`src/rtl/num2char_pkg.sv`:
```
// Shared types and elaboration helpers for the binary-to-decimal ASCII serialiser.
package num2char_pkg;

  typedef enum logic [1:0] {
    IDLE = 2'd0,
    CONV = 2'd1,
    EMIT = 2'd2,
    TERM = 2'd3
  } state_e;

  localparam logic [7:0] ASCII_ZERO = 8'h30;

  // Ceiling log2; clog2(1) = 0.
  function automatic int clog2(input int n);
    int r;
    r = 0;
    for (int v = n - 1; v > 0; v = v >> 1) begin
      r = r + 1;
    end
    return r;
  endfunction

  // Decimal digits needed to print 2^bw - 1, i.e. floor(bw*log10(2)) + 1.
  function automatic int digits_needed(input int bw);
    return int'((longint'(bw) * 64'sd30103) / 64'sd100000) + 1;
  endfunction

endpackage

```
`src/rtl/bcd_dabble_step.sv`:
```
// One double-dabble iteration: add-3 correction on every BCD digit >= 5,
// then shift the BCD vector left by one with the next binary bit entering at bit 0.
module bcd_dabble_step #(
  parameter int DW = 10
) (
  input  logic [4*DW-1:0] bcd_i,
  input  logic            msb_i,
  output logic [4*DW-1:0] bcd_o
);

  logic [4*DW-1:0] adj;
  // The corrected MS bit is always 0 when DW is large enough for the input width.
  logic            unused_top;

  // Correct each digit, then shift in the incoming binary bit.
  always_comb begin
    adj = bcd_i;
    for (int i = 0; i < DW; i++) begin
      if (bcd_i[4*i +: 4] >= 4'd5) begin
        adj[4*i +: 4] = bcd_i[4*i +: 4] + 4'd3;
      end
    end
    bcd_o = {adj[4*DW-2:0], msb_i};
  end

  assign unused_top = adj[4*DW-1];

endmodule

```
`src/rtl/num2char_stream.sv`:
```
// Binary-to-decimal ASCII serialiser: sequential double-dabble conversion followed by
// MSD-first character streaming over valid/ready, with optional leading-zero
// suppression and an optional line terminator.
module num2char_stream
  import num2char_pkg::*;
#(
  parameter int         BW          = 32,
  parameter int         DW          = 10,
  parameter int         LZ_SUPPRESS = 1,
  parameter int         TERM_EN     = 1,
  parameter logic [7:0] TERM_CHAR   = 8'h0A
) (
  input  logic          CLK,
  input  logic          RST,
  input  logic          start_update,
  input  logic [BW-1:0] value,
  output logic          busy,
  output logic [7:0]    char,
  output logic          valid_o,
  input  logic          ready_i,
  output logic          last_o
);

  localparam int IW = (clog2(DW) < 1) ? 1 : clog2(DW);
  localparam int CW = clog2(BW + 1);

  localparam logic [CW-1:0] CNT_LAST = CW'(BW);
  localparam logic [IW-1:0] IDX_TOP  = IW'(DW - 1);

  if (BW < 4) begin : g_bw_check
    $error("num2char_stream: BW must be at least 4");
  end
  if (digits_needed(BW) > DW) begin : g_dw_check
    $error("num2char_stream: DW digits cannot hold a BW-bit value");
  end

  state_e          state_q, state_d;
  logic [BW-1:0]   bin_q,   bin_d;
  logic [4*DW-1:0] bcd_q,   bcd_d;
  logic [CW-1:0]   cnt_q,   cnt_d;
  logic [IW-1:0]   idx_q,   idx_d;

  logic [4*DW-1:0] bcd_step;
  logic [IW-1:0]   msd;
  logic [3:0]      digit;

  bcd_dabble_step #(
    .DW (DW)
  ) u_step (
    .bcd_i (bcd_q),
    .msb_i (bin_q[BW-1]),
    .bcd_o (bcd_step)
  );

  // Locate the most significant non-zero digit and select the digit being emitted.
  always_comb begin
    msd   = '0;
    digit = '0;
    for (int i = 0; i < DW; i++) begin
      if (bcd_q[4*i +: 4] != 4'd0) begin
        msd = IW'(i);
      end
      if (idx_q == IW'(i)) begin
        digit = bcd_q[4*i +: 4];
      end
    end
  end

  // Next-state and output logic; the conversion spends BW shift cycles plus one
  // cycle on the finished BCD value to pick the starting digit.
  always_comb begin
    state_d = state_q;
    bin_d   = bin_q;
    bcd_d   = bcd_q;
    cnt_d   = cnt_q;
    idx_d   = idx_q;
    busy    = (state_q != IDLE);
    valid_o = 1'b0;
    last_o  = 1'b0;
    char    = 8'h00;
    unique case (state_q)
      IDLE: begin
        if (start_update) begin
          bin_d   = value;
          bcd_d   = '0;
          cnt_d   = '0;
          state_d = CONV;
        end
      end
      CONV: begin
        if (cnt_q != CNT_LAST) begin
          bcd_d = bcd_step;
          bin_d = {bin_q[BW-2:0], 1'b0};
          cnt_d = cnt_q + CW'(1);
        end else begin
          // msd is 0 for a zero value, which still yields a single "0".
          idx_d   = (LZ_SUPPRESS != 0) ? msd : IDX_TOP;
          state_d = EMIT;
        end
      end
      EMIT: begin
        valid_o = 1'b1;
        char    = ASCII_ZERO + {4'h0, digit};
        last_o  = (idx_q == '0) && (TERM_EN == 0);
        if (ready_i) begin
          if (idx_q == '0) begin
            state_d = (TERM_EN != 0) ? TERM : IDLE;
          end else begin
            idx_d = idx_q - IW'(1);
          end
        end
      end
      TERM: begin
        valid_o = 1'b1;
        char    = TERM_CHAR;
        last_o  = 1'b1;
        if (ready_i) begin
          state_d = IDLE;
        end
      end
      default: begin
        state_d = IDLE;
      end
    endcase
  end

  // State and datapath registers with synchronous active-low reset.
  always_ff @(posedge CLK) begin
    if (!RST) begin
      state_q <= IDLE;
      bin_q   <= '0;
      bcd_q   <= '0;
      cnt_q   <= '0;
      idx_q   <= '0;
    end else begin
      state_q <= state_d;
      bin_q   <= bin_d;
      bcd_q   <= bcd_d;
      cnt_q   <= cnt_d;
      idx_q   <= idx_d;
    end
  end

endmodule

```
`config.mk`:
```
export PLATFORM = sky130hd
export DESIGN_NAME = num2char_stream
export DESIGN_NICKNAME = d
export VERILOG_FILES = /design/src/rtl/num2char_pkg.sv /design/src/rtl/bcd_dabble_step.sv /design/src/rtl/num2char_stream.sv
export SDC_FILE = /design/constraint.sdc
export NUM_CORES = 1
export LEC_CHECK = 0
export ABC_AREA = 1
export BUFFER_PORTS_ARGS = -buffer_cell sky130_fd_sc_hd__buf_2
export CORE_ASPECT_RATIO = 1.4
export CORE_MARGIN = 5
export CORE_UTILIZATION = 45
export CTS_CLUSTER_DIAMETER = 30
export DETAILED_ROUTE_END_ITERATION = 8
export SLEW_MARGIN = 25
export SYNTH_ARGS = -nofsm -noshare
export SYNTH_HDL_FRONTEND = slang
export SYNTH_SLANG_ARGS = --single-unit
```
`constraint.sdc`:
```
create_clock -name CLK -period 2.4 [get_ports CLK]
set_input_delay 0.24 -clock CLK [delete_from_list [all_inputs] [get_ports CLK]]
set_output_delay 0.24 -clock CLK [all_outputs]
set_load 0.02 [all_outputs]
```
==> impl_metrics.env <==
export IMPL_cts_buffers=9
export IMPL_p_sw_frac=0.488
export IMPL_clkSlewWorstSetupHoldPaths_ns=0.06
export IMPL_intPower_uw=4390
export IMPL_synth_edff_count=0
export IMPL_final_nets=840
export IMPL_core_area_mm2=0.0112
export IMPL_hp_start="value[28]"
export IMPL_report_final_slew_viol_count=0
export IMPL_netlist_area_leader_share=0.331
export IMPL_hold_violations=0
export IMPL_cp_required_ns=2.16
export IMPL_rr_startpoint="state_q[1]$_SDFFE_PN0P_"
export IMPL_synth_cell_types=36
export IMPL_start_util=0.453
export IMPL_finalCritPeriodShare=0.971
export IMPL_yosys_warnings=0
export IMPL_ios=47
export IMPL_synth_area_leaders="dfxtp_1 (33%), nand2_1 (12%), o21ai_0 (9.2%), ha_1 (7.6%), a21oi_1 (7.3%)"
export IMPL_start_kind="register"
export IMPL_num_antenna_cells=0
export IMPL_fin_crit_ns=2.33
export IMPL_ys_seq_area_frac=0.331
export IMPL_antenna_found_initial=0
export IMPL_outcome="complete, no violations"
export IMPL_vias_per_cell=5.35
export IMPL_p_leak_uw=0.00248
export IMPL_drive_gt1_frac=0.130
export IMPL_pre_cts_slack_ns=0.259
export IMPL_power_frac_clock=0.150
export IMPL_fmax_ghz=0.429
export IMPL_min_path_type="in -> reg"
export IMPL_worst_endpoint_arrival_ns=2.09
export IMPL_peakVddDrop_mv=0.532
export IMPL_grt_max_degree=47
export IMPL_die_y_um=136
export IMPL_track_usage=0.189
export IMPL_holdWs_ns=0.163
export IMPL_htreeDepth=3
export IMPL_num_rows=46
export IMPL_grt_ovfl_total=0
export IMPL_setup_slack_ns=0.0685
export IMPL_clk_latency_ns=0.34
export IMPL_area_growth_pct=13.1
export IMPL_cp_max_fo=5
export IMPL_clock_sinks=84
export IMPL_fp_dieW_um=99.9
export IMPL_drt_iter0_drc=196
export IMPL_synth_avg_cell_area_um2=6.84
export IMPL_syn_area_mm2=0.00509
export IMPL_criticalPathCategory="reg -> out"
export IMPL_finalSetupViolCount=0
export IMPL_p_seq_frac=0.299
export IMPL_drv_cap=0
export IMPL_placed_area_mm2=0.00537
export IMPL_syn_inst=744
export IMPL_rsz0062_at_grt="true"
export IMPL_wl_per_cell_um=13.7
export IMPL_yosysMostFrequentCell="nand2_1"
export IMPL_dp_final_hpwl_um=9060
export IMPL_cts_tree="done"
export IMPL_power_density_mw_per_mm2=1490
export IMPL_grt_pass1_wl_um=21200
export IMPL_synth_largest_area_cell="dfxtp_1"
export IMPL_critical_path_startpoint="idx_q[1]$_SDFFE_PN0P_"
export IMPL_drt_pass1_iter_count=4
export IMPL_switchingPower_uw=4190
export IMPL_io_buffers=44
export IMPL_async_reset_ff_frac=0
export IMPL_end_kind="primary output"
export IMPL_wl_um=12600
export IMPL_postLayoutCellArea_mm2=0.00575
export IMPL_skew_ns=0.00612
export IMPL_die_area_mm2=0.0136
export IMPL_cts_buffer_depth=2
export IMPL_vias=4923
export IMPL_cts_root_buffer="clkbuf_16"
export IMPL_route_detailed_drc=0
export IMPL_first_global_vias=4741
export IMPL_ys_flop_type="dfxtp_1"
export IMPL_drtAntennaViolNets=0
export IMPL_synth_seq_cells=84
export IMPL_p_comb_frac=0.551
export IMPL_place_gp_congestion=0.887
export IMPL_synth_commonest_cells="nand2_1 (161), o21ai_0 (93), inv_1 (87)"
[cell type report]
class	count	area, um2
Clock buffer	11	243
Clock inverter	4	26.3
Fill cell	1167	5470
Inverter	94	362
Multi-Input combinational cell	527	2910
Sequential cell	84	1690
Tap cell	144	180
Timing Repair Buffer	57	345
[repair_timing]
item,CTS,global route
endpoints found under the setup margin,4,4
resized for setup,6,23
hold buffers,0,0
pin swaps,0,10
buffers inserted,0,3
[metal layers]
metal	track usage	share of wire	vias to the layer above
met5	0	0	-
met4	0.0653	0.018	0
met3	0.0294	0.029	17
met2	0.343	0.51	71
met1	0.223	0.44	2278
li1	-	-	2557
[metrics by stage]
stage / instances / power [uW] / setup TNS, ns / utilization
after CTS: 918 / 8480 / -0.00716 / 0.504
final: 921 / 8580 / 0 / 0.513
after detailed placement: 903 / 7120 / 0 / 0.478
after global routing: 921 / 9460 / -0.137 / 0.513
after floorplan: 745 / 6060 / 0 / -
after global placement: 903 / 7010 / 0 / 0.478
[cells in the final DEF, fill, tap and decap left out, types with 2 or more instances in the layout]
master and n:
nand2_1 158, buf_4 13, o22ai_1 2, clkinvlp_4 2, a31oi_1 40, buf_6 2, nor2_1 26, inv_2 7
ha_4 2, ha_2 2, nand2_2 4, nand3_1 26, a211oi_1 25, xor2_1 9, clkinv_2 2, dfxtp_2 3
conb_1 2, buf_2 41, o21ai_0 93, nor3_4 2, dfxtp_1 80, nor3_1 8, inv_1 84, clkbuf_16 9
ha_1 27, nand4_1 4, nand2_4 2, o21ai_1 8, a21oi_1 74
[final timing paths]
path	to	slack [ns]	cells after the start
max	char[3]	0.07	15
min	bin_q[28]$_SDFFE_PN0P_	0.16	3
max reg2reg	cnt_q[3]$_SDFFE_PN0P_	0.38	10
min reg2reg	bin_q[31]$_SDFFE_PN0P_	0.47	2
[worst max-delay path: stages, from the launching register on]
cell	delay [ns]
dfxtp_4	0.36
inv_6	0.07
ha_4	0.17
clkinvlp_4	0.14
nor3_4	0.20
nand2_1	0.09
nand3_2	0.07
nand2_2	0.05
nand4_1	0.08
nand2_1	0.07
nand2_1	0.08
nand2_2	0.06
nand2_1	0.06
nand2_1	0.05
nand2_1	0.07
buf_6	0.12
[power groups by stage]
stage                     sequential [uW]  clock [uW]  combinational (uW)
after detailed placement             2550           0                4570
final                                2560        1290                4730
after global placement               2540           0                4480
after global routing                 2640        1380                5440
after CTS                            2540        1330                4610
after floorplan                      2380           0                3680
[sequential cells by signal, summed over array words and instances (netlist names)]
name and cells:
state_q 2, cnt_q 6, bin_q 32, idx_q 4, bcd_q 40
[kinds of logic after synthesis]
kind of cell / after synthesis / share of synthesized area
flip-flops: 84 / 0.331
adder cells (fa/ha/maj): 31 / 0.0763
XOR/XNOR: 9 / 0.0155
AND/OR/NAND/NOR: 240 / 0.200
buffers and inverters: 134 / 0.111
AO/OA/AOI/OAI: 245 / 0.265
other: 1 / 0.000737
(Power assumes the default switching activity.)
